===== config.mk =====
export PLATFORM = sky130hd
export DESIGN_NAME = sprite_renderer
export DESIGN_NICKNAME = d
export VERILOG_FILES = /design/src/rtl/sprite_renderer.sv
export SDC_FILE = /design/constraint.sdc
export NUM_CORES = 1
export LEC_CHECK = 0
export ABC_AREA = 1
export CAP_MARGIN = 30
export CORE_MARGIN = 4
export CORE_UTILIZATION = 45
export DETAILED_ROUTE_END_ITERATION = 8
export PLACE_DENSITY = 0.75
export SLEW_MARGIN = 20
export SYNTH_ARGS = -nofsm -noshare
export SYNTH_HDL_FRONTEND = slang
export SYNTH_SLANG_ARGS = --single-unit

===== constraint.sdc =====
create_clock -name Clk -period 5.3 [get_ports Clk]
set_input_delay 1.59 -clock Clk [delete_from_list [all_inputs] [get_ports Clk]]
set_output_delay 1.59 -clock Clk [all_outputs]
set_load 0.005 [all_outputs]

===== src/rtl/sprite_renderer.sv =====
// Sprite renderer: latches the sprite position once per frame, hit-tests the beam
// coordinate, addresses an external synchronous ROM and emits keyed colour 3 cycles later.
module sprite_renderer #(
    parameter int unsigned SPR_W      = 32,
    parameter int unsigned SPR_H      = 16,
    parameter int unsigned SCALE_LOG2 = 0,
    parameter int unsigned ADDR_W     = 9,
    parameter logic [23:0] KEY        = 24'hFF00FF
) (
    input  logic              Clk,
    input  logic              Reset,
    input  logic              frame_clk,
    input  logic              is_playing,
    input  logic [9:0]        DrawX,
    input  logic [9:0]        DrawY,
    input  logic [9:0]        pos_x,
    input  logic [9:0]        pos_y,
    input  logic              flip_h,
    input  logic              flip_v,
    output logic [ADDR_W-1:0] rom_addr,
    input  logic [23:0]       rom_data,
    output logic              sprite_on,
    output logic [7:0]        spr_R,
    output logic [7:0]        spr_G,
    output logic [7:0]        spr_B
);

    localparam int unsigned CW = 11;
    localparam logic [CW-1:0] SPAN_X = CW'(SPR_W << SCALE_LOG2);
    localparam logic [CW-1:0] SPAN_Y = CW'(SPR_H << SCALE_LOG2);
    localparam logic [CW-1:0] MAX_SX = CW'(SPR_W - 1);
    localparam logic [CW-1:0] MAX_SY = CW'(SPR_H - 1);

    typedef enum logic [1:0] {IDLE, ARMED, ACTIVE} state_t;

    state_t state_q, state_d;
    logic fs_meta_q, fs_meta_d, fs_sync_q, fs_sync_d, fs_prev_q, fs_prev_d;
    logic [9:0] lat_x_q, lat_x_d, lat_y_q, lat_y_d;
    logic lat_fh_q, lat_fh_d, lat_fv_q, lat_fv_d;
    logic hit1_q, hit1_d, hit2_q, hit2_d;
    logic [ADDR_W-1:0] rom_addr_q, rom_addr_d;
    logic sprite_on_q, sprite_on_d;
    logic [23:0] rgb_q, rgb_d;

    logic frame_start_c;
    logic in_x_c, in_y_c;
    logic [CW-1:0] beam_x_c, beam_y_c, org_x_c, org_y_c;
    logic [CW-1:0] sx_c, sy_c;

    assign frame_start_c = fs_sync_q & ~fs_prev_q;

    // Next-state, position latch, hit test and output pipeline
    always_comb begin
        state_d     = state_q;
        fs_meta_d   = frame_clk;
        fs_sync_d   = fs_meta_q;
        fs_prev_d   = fs_sync_q;
        lat_x_d     = lat_x_q;
        lat_y_d     = lat_y_q;
        lat_fh_d    = lat_fh_q;
        lat_fv_d    = lat_fv_q;
        hit1_d      = 1'b0;
        hit2_d      = hit1_q & is_playing;
        rom_addr_d  = rom_addr_q;
        sprite_on_d = 1'b0;
        rgb_d       = 24'h0;

        case (state_q)
            IDLE: begin
                if (is_playing) state_d = ARMED;
            end
            ARMED, ACTIVE: begin
                if (!is_playing) begin
                    state_d = IDLE;
                end else if (frame_start_c) begin
                    state_d  = ACTIVE;
                    lat_x_d  = pos_x;
                    lat_y_d  = pos_y;
                    lat_fh_d = flip_h;
                    lat_fv_d = flip_v;
                end
            end
            default: state_d = IDLE;
        endcase

        // 11-bit compare so a sprite near 1023 cannot wrap back to column 0
        beam_x_c = {1'b0, DrawX};
        beam_y_c = {1'b0, DrawY};
        org_x_c  = {1'b0, lat_x_q};
        org_y_c  = {1'b0, lat_y_q};
        in_x_c   = (beam_x_c >= org_x_c) && (beam_x_c < (org_x_c + SPAN_X));
        in_y_c   = (beam_y_c >= org_y_c) && (beam_y_c < (org_y_c + SPAN_Y));

        sx_c = (beam_x_c - org_x_c) >> SCALE_LOG2;
        sy_c = (beam_y_c - org_y_c) >> SCALE_LOG2;
        if (lat_fh_q) sx_c = MAX_SX - sx_c;
        if (lat_fv_q) sy_c = MAX_SY - sy_c;

        if ((state_q == ACTIVE) && is_playing && in_x_c && in_y_c) begin
            hit1_d     = 1'b1;
            rom_addr_d = ADDR_W'(sy_c) * ADDR_W'(SPR_W) + ADDR_W'(sx_c);
        end

        if (hit2_q && is_playing && (rom_data != KEY)) begin
            sprite_on_d = 1'b1;
            rgb_d       = rom_data;
        end
    end

    always_ff @(posedge Clk or posedge Reset) begin
        if (Reset) begin
            state_q     <= IDLE;
            fs_meta_q   <= 1'b0;
            fs_sync_q   <= 1'b0;
            fs_prev_q   <= 1'b0;
            lat_x_q     <= 10'd0;
            lat_y_q     <= 10'd0;
            lat_fh_q    <= 1'b0;
            lat_fv_q    <= 1'b0;
            hit1_q      <= 1'b0;
            hit2_q      <= 1'b0;
            rom_addr_q  <= '0;
            sprite_on_q <= 1'b0;
            rgb_q       <= 24'h0;
        end else begin
            state_q     <= state_d;
            fs_meta_q   <= fs_meta_d;
            fs_sync_q   <= fs_sync_d;
            fs_prev_q   <= fs_prev_d;
            lat_x_q     <= lat_x_d;
            lat_y_q     <= lat_y_d;
            lat_fh_q    <= lat_fh_d;
            lat_fv_q    <= lat_fv_d;
            hit1_q      <= hit1_d;
            hit2_q      <= hit2_d;
            rom_addr_q  <= rom_addr_d;
            sprite_on_q <= sprite_on_d;
            rgb_q       <= rgb_d;
        end
    end

    assign rom_addr  = rom_addr_q;
    assign sprite_on = sprite_on_q;
    assign spr_R     = rgb_q[23:16];
    assign spr_G     = rgb_q[15:8];
    assign spr_B     = rgb_q[7:0];

endmodule


==> impl_metrics.env <==
export IMPL_status="finished clean"
export IMPL_n_fill_cell=702
export IMPL_fin_setup_tns_ns=0
export IMPL_synthSimpleGateAreaFrac=0.235
export IMPL_finalCriticalPeriod_ns=4.40
export IMPL_area_delta_synth_final_pct=35.7
export IMPL_cts_sinks=63
export IMPL_dieArea_um2=10100
export IMPL_wl_per_cell_um=13.2
export IMPL_worstPathArrival_ns=4.69
export IMPL_synth_top_family_by_area="simple AND/OR/NAND/NOR gates"
export IMPL_grt_max_degree=41
export IMPL_cts_repair_resize_count=0
export IMPL_synth_top_area_share=0.408
export IMPL_drc_errors=0
export IMPL_synthMuxAreaShare=0.00875
export IMPL_drt_total_wl_mm=9.29
export IMPL_hold_class="flip-flop to flip-flop"
export IMPL_netlist_area_um2=3860
export IMPL_fin_nets=703
export IMPL_path_max_fanout=3
export IMPL_antenna_found_initial=0
export IMPL_cts_made_buffers=9
export IMPL_grt_overflow=0
export IMPL_critical_path_required_ns=5.59
export IMPL_rrSetupSlack_ns=2.23
export IMPL_grt_pass1_vias=3277
export IMPL_num_io_pins=104
export IMPL_finalSetupViolations=0
export IMPL_clk_latency_ns=0.34
export IMPL_cp_start_kind="input pin"
export IMPL_finalClockSkew_ns=0.0130
export IMPL_gp_congestion=0.876
export IMPL_die_h_um=101
export IMPL_syn_nets=593
export IMPL_synth_area_leader_cell="dfrtp_1"
export IMPL_htreeDepth=3
export IMPL_fmax_mhz=227
export IMPL_antenna_cells=0
export IMPL_ys_types=32
export IMPL_fin_crit_sh=0.830
export IMPL_post_cts_buffers=0
export IMPL_power_leakage_nw=2.72
export IMPL_synth_compound_gate_area_share=0.0697
export IMPL_ir_drop_mv=0.331
export IMPL_drive_above_1_share=0.0552
export IMPL_critPathKind="input pin to flip-flop"
export IMPL_synth_xor_xnor_area_share=0.0499
export IMPL_hold_buffers=0
export IMPL_r2r_cells=20
export IMPL_final_antenna_net_count=0
export IMPL_grt_first_pass_wirelength_mm=15.3
export IMPL_grt_usage=0.190
export IMPL_die_x_um=101
export IMPL_avgViaCountPerCell=4.85
export IMPL_endpoint_kind="flip-flop"
export IMPL_dr_pass1_iters=4
export IMPL_layout_commonest_cell="clkdlybuf4s50_1"
export IMPL_maxSlewHeadroom=0.607
export IMPL_min_path_cells=0
export IMPL_num_vias=3408
export IMPL_fin_util=0.631
export IMPL_drt_initial_drc_count=150
export IMPL_syn_instance_count=483
export IMPL_drv_cap=0
export IMPL_final_area_um2=5240
export IMPL_dp_hpwl_mm=7.41
export IMPL_core_um2=8300
export IMPL_cts_tree="built"
export IMPL_p_per_area_nw_per_um2=523
export IMPL_finalHoldViolCount=0
export IMPL_drv_slew=0
export IMPL_cts_root_buffer="clkbuf_8"
export IMPL_postPlaceCellArea_um2=5020
export IMPL_path_clk_slew_ns=0.08
export IMPL_syn_mean_instance_area_um2=7.99
export IMPL_synth_seq_cells=63
export IMPL_clk_path_buf_depth=2
export IMPL_yosys_warnings=0
export IMPL_row_count=33
export IMPL_yosysSeqAreaShare=0.408
export IMPL_most_common_layout_cells="clkdlybuf4s50_1, nand2_1, inv_1"
export IMPL_io_buffer_count=103
export IMPL_yosys_area_share_adder=0.135
export IMPL_initial_utilization=0.465
export IMPL_worst_pin_slew_ns=0.589
export IMPL_rsz0062_at_grt="false"
export IMPL_synth_area_leaders="dfrtp_1, ha_1, nand2_1"
-- kinds of logic (layout without fill, tap and decap cells) --
group / Yosys count / in the layout
and+or+nand+nor: 213 / 213
buffers and inverters: 93 / 208
DFF: 63 / 63
AOI/OAI and AO/OA: 49 / 49
adders and majority gates: 40 / 40
xor gates and xnor gates: 22 / 22
muxes: 3 / 3
-- state kept, by name, summed over array words and instances, names as in the netlist --
signal / flops
fs_meta_q: 1
fs_prev_d: 1
fs_prev_q: 1
hit1_q: 1
hit2_q: 1
lat_fh_q: 1
lat_fv_q: 1
lat_x_q: 10
lat_y_q: 10
rgb_q: 24
rom_addr: 9
sprite_on: 1
state_q: 2
-- layout make-up --
type	instances	area (um2)	area share
clock buffers	10	138	0.0263
clock inverters	6	68.8	0.0131
inverters	85	319	0.0609
multi-input cells	327	1930	0.368
flip-flops and latches	63	1580	0.301
well taps	105	131	0.0251
repair buffers	107	1080	0.206
-- worst paths after layout --
path / startpoint / endpoint
worst max register to register: lat_x_q[0] / rom_addr[8]
max in group asynchronous: Reset / fs_prev_d
worst min-delay path: fs_meta_q / fs_prev_d
worst min register to register: fs_meta_q / fs_prev_d
worst max-delay path: DrawX[0] / rom_addr[8]
min in group asynchronous: Reset / rgb_q[4]
-- worst max-delay path: stages --
cell	delay [ns]
clkdlybuf4s50_1	0.40
inv_1	0.06
ha_1	0.16
inv_1	0.06
fa_1	0.43
nand2_1	0.10
nand2_1	0.08
nand3b_1	0.11
nand3b_1	0.08
nand2_1	0.11
nand3_1	0.09
nand2_1	0.11
xor2_1	0.19
inv_1	0.07
ha_1	0.33
a21oi_1	0.20
inv_1	0.07
nor2_1	0.16
nand2_1	0.08
nand3_1	0.08
nand3_2	0.07
nand2_1	0.07
-- where the power goes --
part           total [mW]  switching (mW)  internal (mW)
Clock               0.435           0.204          0.231
Combinational        1.63           0.937          0.690
Sequential          0.676          0.0859          0.590
Total                2.74            1.23           1.51
-- routing by layer --
metal	track usage	vias to the layer above	wire (um)
met1	0.237	1575	3890
met4	0.0663	0	160
met5	0	-	0
met3	0.0284	16	368
li1	-	1740	-
met2	0.335	77	4870
-- Yosys cell counts --
master	number
inv_2	2
nand3b_1	4
nor2_2	1
o21ai_1	2
fa_1	3
a21oi_1	33
inv_1	83
dfrtp_1	63
clkbuf_1	5
a22oi_1	1
o2111ai_1	1
nand3_2	3
o21a_1	4
nand2_1	96
nand3_1	21
xor2_1	11
buf_6	1
nor3_1	3
nor3_2	1
mux2_2	3
buf_1	1
a21o_1	1
ha_1	37
nor4_1	2
nand4_1	10
o21ai_0	5
a21boi_0	1
buf_2	1
nor2_1	70
xnor2_1	11
o21bai_1	1
or2_2	2
-- metrics by stage --
step | cells | total power, mW | setup WS, ns | hold WS, ns
floorplan | 483 | 1.87 | 1.36 | 0.331
finish | 703 | 2.74 | 0.900 | 0.356
global route | 703 | 3.02 | 0.698 | 0.380
detailed placement | 686 | 2.29 | 0.618 | 0.339
global placement | 685 | 2.22 | 0.777 | 0.336
CTS | 702 | 2.74 | 0.969 | 0.354
Note: power is estimated with default switching activity, not from simulation.
